## config.mk

```make
export PLATFORM = sky130hd
export DESIGN_NAME = tk1_counter_seq
export DESIGN_NICKNAME = d
export VERILOG_FILES = /design/src/rtl/tk1_counter_seq_pkg.sv /design/src/rtl/tk1_counter_seq_gf56_lfsr_step.sv /design/src/rtl/tk1_counter_seq.sv
export SDC_FILE = /design/constraint.sdc
export NUM_CORES = 1
export LEC_CHECK = 0
export CORE_ASPECT_RATIO = 2
export CORE_MARGIN = 8
export CORE_UTILIZATION = 60
export DETAILED_ROUTE_END_ITERATION = 12
export DONT_BUFFER_PORTS = 1
export GPL_TIMING_DRIVEN = 0
export PLACE_DENSITY = 0.82
export SLEW_MARGIN = 15
export SYNTH_ARGS = -nofsm -noshare
export SYNTH_HDL_FRONTEND = slang
export SYNTH_HIERARCHICAL = 1
export SYNTH_SLANG_ARGS = --single-unit
```

## constraint.sdc

```tcl
create_clock -name clk -period 3.36 [get_ports clk]
set_input_delay 0.504 -clock clk [delete_from_list [all_inputs] [get_ports clk]]
set_output_delay 0.504 -clock clk [all_outputs]
set_load 0.1 [all_outputs]
```

## src/rtl/tk1_counter_seq_pkg.sv

```systemverilog
// Shared definitions for the Romulus-N TK1 block counter: widths, initial value,
// LFSR feedback taps and the sequencer state encoding.
package tk1_counter_seq_pkg;

  localparam int unsigned CTR_W = 56;

  // Counter value after init, in LFSR bit order.
  localparam logic [CTR_W-1:0] INIT_CTR = 56'h1;

  // Feedback taps for x^56 + x^7 + x^4 + x^2 + 1 (the x^0 term is the rotate).
  localparam logic [CTR_W-1:0] POLY_TAPS = 56'h94;

  typedef enum logic [2:0] {
    S_IDLE    = 3'd0,
    S_PRESENT = 3'd1,
    S_WAIT    = 3'd2,
    S_STEP1   = 3'd3,
    S_STEP2   = 3'd4
  } state_e;

endpackage

```

## src/rtl/tk1_counter_seq_gf56_lfsr_step.sv

```systemverilog
// One Galois LFSR step of the 56-bit block counter (pure combinational).
module gf56_lfsr_step
  import tk1_counter_seq_pkg::*;
(
  input  logic [CTR_W-1:0] ctr_i,
  output logic [CTR_W-1:0] ctr_o
);

  assign ctr_o = {ctr_i[CTR_W-2:0], ctr_i[CTR_W-1]}
               ^ (ctr_i[CTR_W-1] ? POLY_TAPS : '0);

endmodule

```

## src/rtl/tk1_counter_seq.sv

```systemverilog
// Owns the Romulus-N TK1 block counter and domain byte, steps it on request and
// presents the byte-reversed counter plus domain as a 64-bit word under valid/ready.
module tk1_counter_seq
  import tk1_counter_seq_pkg::*;
(
  input  logic             clk,
  input  logic             rst,
  input  logic             init,
  input  logic             load,
  input  logic [CTR_W-1:0] load_ctr_i,
  input  logic [7:0]       domain_i,
  input  logic             dom_we,
  input  logic             inc_valid,
  input  logic             inc_two,
  output logic             inc_ready,
  output logic [63:0]      tk_o,
  output logic             tk_valid,
  input  logic             tk_ready,
  output logic             ctr_wrap
);

  state_e           state_q, state_d;
  logic [CTR_W-1:0] ctr_q, ctr_d;
  logic [7:0]       dom_q, dom_d;
  logic             wrap_q, wrap_d;
  logic             two_q, two_d;
  logic             tk_valid_q, tk_valid_d;
  logic             inc_ready_q, inc_ready_d;
  logic [CTR_W-1:0] ctr_step;

  // Single stepper; STEP1 and STEP2 both feed it the current counter.
  gf56_lfsr_step u_step (
    .ctr_i (ctr_q),
    .ctr_o (ctr_step)
  );

  always_comb begin
    // NOTE: every signal gets a default before any branch so no latch is inferred.
    state_d = state_q;
    ctr_d   = ctr_q;
    dom_d   = dom_q;
    wrap_d  = wrap_q;
    two_d   = two_q;

    if (init || load) begin
      // Init/load abort any in-flight step and restart presentation.
      ctr_d   = init ? INIT_CTR : load_ctr_i;
      dom_d   = domain_i;
      wrap_d  = 1'b0;
      state_d = S_PRESENT;
    end else begin
      if (dom_we) dom_d = domain_i;
      unique case (state_q)
        S_IDLE: ;
        S_PRESENT: begin
          if (inc_valid) begin
            state_d = S_STEP1;
            two_d   = inc_two;
          end else if (tk_valid_q && tk_ready) begin
            state_d = S_WAIT;
          end
        end
        S_WAIT: begin
          if (inc_valid) begin
            state_d = S_STEP1;
            two_d   = inc_two;
          end
        end
        S_STEP1: begin
          ctr_d   = ctr_step;
          if (ctr_step == INIT_CTR) wrap_d = 1'b1;
          state_d = two_q ? S_STEP2 : S_PRESENT;
        end
        S_STEP2: begin
          ctr_d   = ctr_step;
          if (ctr_step == INIT_CTR) wrap_d = 1'b1;
          state_d = S_PRESENT;
        end
        default: state_d = S_IDLE;
      endcase
    end

    tk_valid_d  = (state_d == S_PRESENT);
    inc_ready_d = (state_d == S_PRESENT) || (state_d == S_WAIT);
  end

  always_ff @(posedge clk) begin
    // NOTE: sequential state uses non-blocking assignments so every flop samples pre-edge values.
    if (rst) begin
      state_q     <= S_IDLE;
      ctr_q       <= '0;
      dom_q       <= '0;
      wrap_q      <= 1'b0;
      two_q       <= 1'b0;
      tk_valid_q  <= 1'b0;
      inc_ready_q <= 1'b0;
    end else begin
      state_q     <= state_d;
      ctr_q       <= ctr_d;
      dom_q       <= dom_d;
      wrap_q      <= wrap_d;
      two_q       <= two_d;
      tk_valid_q  <= tk_valid_d;
      inc_ready_q <= inc_ready_d;
    end
  end

  // Byte 0 of the counter lands in the most significant byte of the word.
  always_comb begin
    tk_o[7:0] = dom_q;
    for (int i = 0; i < CTR_W / 8; i++) begin
      tk_o[63-8*i -: 8] = ctr_q[8*i +: 8];
    end
  end

  assign tk_valid  = tk_valid_q;
  assign inc_ready = inc_ready_q;
  assign ctr_wrap  = wrap_q;

endmodule

```

; ---- After elaboration in Yosys (flattened, before gate mapping)
; Cells that the tools add are included.
[word_totals]
regBits = 71
out_inout_bits = 67
[op_classes]
n_eq_ne = 7
muxes = 12
bitwise = 2
reduce_logical = 11
[ops]
columns = operator, count
row1 = $mux W56, 3
row2 = $eq A56 B1 Y1 const B, 1
row3 = $xor A56 B56 Y56, 1
row4 = $mux W8, 3
row5 = $mux W3, 5
row6 = $pmux W3 S5, 1
row7 = $eq A3 B2 Y1 const B, 3
row8 = $eq A3 B1 Y1 const B, 2
row9 = $reduce_or A2 Y1, 3
row10 = $reduce_bool A2 Y1, 2
row11 = $eq A3 B3 Y1 const B, 1
row12 = $logic_not A3 Y1, 1
row13 = $reduce_and A3 Y1, 1
row14 = $logic_or A1 B1 Y1, 2
row15 = $reduce_and A2 Y1, 1
row16 = $logic_and A1 B1 Y1, 1
row17 = $not A1 Y1, 1

; ---- Logic depth before layout (Yosys ltp)
[depth]
word_depth = 7
ltp_mapped = 8

; ---- By module
; Netlist, hierarchy kept.
[modules_own_cells]
columns = mod, instances, cells_each, area_each_um2, seq_area_each_um2
row1 = tk1_counter_seq, 1, 400, 3542.1, 1421.4
row2 = gf56_lfsr_step, 1, 56, 424.2, 0.0

; ---- Worst setup path before layout
; Ideal clock, no wire load.
[synth_timing]
path_type = flip-flop to flip-flop
from = reg ctr_q[55]
to = reg wrap_q (netlist: ctr_wrap)
setup_time_ps = 61
arrival_ps = 1980
required_ps = 3299
setup_slack_ps = 1320
path_stages_with_launch = 6
n_path_buf = 1
path_cell_list = dfxtp_1 buf_4 nor4b_1 nand4_1 nor4_1 o21a_1
[synth_via]
word_cells_on_any_way = 4
[synth_rtl]
columns = item, line_no
row1 = start: declaration, tk1_counter_seq.sv:23  ; logic [CTR_W-1:0] ctr_q, ctr_d;
row2 = start signal: assignment, tk1_counter_seq.sv:99  ; ctr_q <= ctr_d;
row3 = $xor A56 B56 Y56, tk1_counter_seq_gf56_lfsr_step.sv:10  ; ^ (ctr_i[CTR_W-1] ? POLY_TAPS : '0);
row4 = named net ctr_step[0], tk1_counter_seq.sv:29  ; logic [CTR_W-1:0] ctr_step;
row5 = $eq A56 B1 Y1, "tk1_counter_seq.sv:71, tk1_counter_seq.sv:76"
row6 = $reduce_and A2 Y1 (no line), --
row7 = end signal: assignment, tk1_counter_seq.sv:101  ; wrap_q <= wrap_d;
row8 = end: declaration, tk1_counter_seq.sv:25  ; logic wrap_q, wrap_d;
; The timed path passes the listed nets, and every way through them passes these cells.
; A chain may end at the register's enable or synchronous reset.

; ---- Worst setup path after layout
[layout_timing]
from = reg ctr_q[55]
to = reg wrap_q (netlist: ctr_wrap)
[layout_via]
elab_chain_len = 4
[layout_lines]
columns = item, line_no
row1 = $mux W8, tk1_counter_seq_gf56_lfsr_step.sv:10
row2 = $xor A56 B56 Y56, tk1_counter_seq_gf56_lfsr_step.sv:10
row3 = named net ctr_step[4], tk1_counter_seq.sv:29
row4 = $eq A56 B1 Y1, "tk1_counter_seq.sv:71, tk1_counter_seq.sv:76"
row5 = $reduce_and A2 Y1 (no line), --
; The timed path passes the listed nets, and every way through them passes these cells.

==> metrics <==
status complete, no violations; FF-to-FF End ctr_wrap$_SDFFE_PP0P_; area grow syn2layout 11.5%; core outline area 0.00652 mm2; Clock Skew 0.00665 ns; DR vias/cell 5.64; WP buf/inv 0; Cells after Synth 456; average size of a mapped cell 8.70 um2; largest area contributor in the netlist dfxtp_1; Final Max Slew Viols 0; hold_sp domain_i[6]; layout cells sized above 1 25.0%; Worst Path Required 3.64 ns; Top cell by count, worst path nor4_1; initial antenna violation count 0; vias 3161; initial DRC count 141; YS warnings 6; die height 131 um; post-synth cell types 29; area occupied by multi-input gates 0.00194 mm2; Fill cells 562; Max Fanout on Critical Path 6; Worst-path clk slew 0.06 ns; flip-flop and latch area 0.00142 mm2; floorplan row count 42; total clock buffers created by CTS 9; Tcrit/Tclk final 72.9%; IO Pins 139; final worst setup slack 0.909 ns; global-route wire length before repair 16000 um; vias in the first global route 3165; cells along the critical path xor2_1, nor4_1, nand4_1, nor4_1, o21a_1; DR pass1 iterations 4; kind of critical path flip-flop to flip-flop; hold-fix buffers at CTS 0; crit path DAT 2.73 ns; setup violators final 0; H-tree depth 3; endpoints failing hold 0; Setup crit end kind flip-flop; WHS Path Cells 2; WHS Endpoint dom_q[6]$_SDFFE_PP0P_; Yosys top cell area share 35.8%; maximum vdd ir drop 404 uV; unrepaired setup endpoints after global routing false; PwrDens 566 mW/mm2; Synth Flop Type dfxtp_1; ys async rst share 0%; Synth top cells by count dfxtp_1 (71), nor2_1 (70), mux2i_1 (64), a21oi_1 (59), buf_4 (56); Die Width 73.5 um; Setup Fix Bufs, Post-CTS 0; delay-heaviest family, CP flip-flops; Routed Antenna Nets 0; worst stage delay on the critical path 1.17 ns; GR Util All Layers 21.9%; DRC viols 0; Worst slew margin 15.5%; startpoint types flip-flop; EDFF count, synth 0; Leak Pwr 1.91 nW; Post-Synthesis Cell Area 0.00397 mm2; Detailed Place HPWL 7990 um; reg2reg path depth 5; CTS tree yes; DP Worst Slack 0.974 ns; Tmin final 2.45 ns; Worst path slowest cell dfxtp_1; Bufs on Longest Clock Path 2; Seq/Total Area, Yosys 35.8%; Clk Tree Root Cell clkbuf_16; FF+latch count, synth 71; PostCTS Resize Cnt 0; worst skew pair latency 0.34 ns; routed len/inst 18.6 um; ANT cells 0; largest net degree at the start of global routing 13; port bufs 0; Sum Neg Setup Slack 0 ns; most common cell in the synthesized netlist dfxtp_1; final wirelength 10400 um; Power Total 2.50 mW; synthesized net count 528; HP Class input pin to flip-flop; fmax 408 MHz; worst-margin pin slew 1.27 ns; top cells by area, synth dfxtp_1 (36%), mux2i_1 (16%), buf_4 (11%); Starting Density 60.9%; Die ar. 0.00963 mm2; Reg2Reg Setup Slack 0.91 ns; max-capacitance violation count 0; worst reg2reg startpoint ctr_q[55]$_SDFFE_PP0P_; Final #Nets 539; routability cong. 0.820; count of clock tree sinks 71; GRT Residual Overflow 0
==> flip-flops by register name, summed over array words and instances, names as in the netlist <==
signal	flops
two_q	1
ctr_wrap	1
state_q	3
tk_valid	1
ctr_q	56
inc_ready	1
dom_q	8
==> stage by stage <==
| stage | utilization [%] | cell area (um2) | std cells | hold WS, ns |
|---|---|---|---|---|
| 2_1_floorplan | - | 3970 | 456 | 0.454 |
| 3_3_place_gp | 62.6 | 4080 | 544 | 0.490 |
| 3_5_place_dp | 62.6 | 4080 | 544 | 0.496 |
| 4_1_cts | 67.9 | 4420 | 560 | 0.311 |
| 5_1_grt | 67.9 | 4420 | 560 | 0.310 |
| 6_report | 67.9 | 4420 | 560 | 0.317 |
==> routing by layer <==
metal	vias to the layer above	track usage (%)	wire (um)
met3	19	12.2	1340
met1	1454	23.8	4010
met4	0	9.13	236
met5	-	0	0
li1	1563	-	-
met2	125	33.9	4850
==> placed cells by master (no fill, tap or decap) <==
cell type and count:
clkinvlp_4 1, buf_2 12, o21ai_0 3, nor3_4 1
nor4_2 1, buf_4 56, nor2b_1 5, nor3_1 34
buf_6 6, clkbuf_8 1, nand3_1 2, nand2b_4 1
nor3_2 23, nor4_1 14, nand2_1 1, nor3b_1 1
nand4_1 4, a211oi_1 1, bufinv_16 3, a21oi_1 59
mux2_2 1, clkbuf_1 13, o21a_1 1, buf_1 2
mux2i_1 64, clkinv_2 2, xor2_1 4, o211a_4 1
and3b_1 1, dfxtp_1 71, nor4b_1 1, nand3b_1 3
nor2_1 70, clkbuf_16 9
==> worst max path at each step <==
| stage | slack, ns | end | cells past startpoint | startpoint |
|---|---|---|---|---|
| 2_1_floorplan | 1.32 | ctr_wrap$_SDFFE_PP0P_ | 5 | ctr_q[55]$_SDFFE_PP0P_ |
| 3_3_place_gp | 0.99 | ctr_wrap$_SDFFE_PP0P_ | 5 | ctr_q[55]$_SDFFE_PP0P_ |
| 3_5_place_dp | 0.97 | ctr_wrap$_SDFFE_PP0P_ | 5 | ctr_q[55]$_SDFFE_PP0P_ |
| 4_1_cts | 0.95 | ctr_wrap$_SDFFE_PP0P_ | 5 | ctr_q[55]$_SDFFE_PP0P_ |
| 5_1_grt | 0.77 | ctr_wrap$_SDFFE_PP0P_ | 5 | ctr_q[55]$_SDFFE_PP0P_ |
| 6_report | 0.91 | ctr_wrap$_SDFFE_PP0P_ | 5 | ctr_q[55]$_SDFFE_PP0P_ |
==> cell families after synthesis <==
logic type,Yosys count,synth area share (%)
and+or+nand+nor,162,23.0
buffers and inverters,89,15.2
DFF,71,35.8
AOI/OAI and AO/OA,65,8.64
muxes,65,16.4
xor gates and xnor gates,4,0.883
==> where the power goes <==
part           total [mW]  switching, mW  internal, mW
clock network        1.09          0.352         0.742
registers            1.14          0.260         0.875
logic               0.275          0.151         0.124
==> cell type report <==
| type | count | share of cell area [%] |
|---|---|---|
| Multi-Input combinational cell | 296 | 43.9 |
| Buffer | 89 | 13.7 |
| Clock inverter | 6 | 2.43 |
| Sequential cell | 71 | 32.1 |
| Clock buffer | 10 | 5.40 |
| Tap cell | 88 | 2.49 |
(Power assumes the default switching activity.)
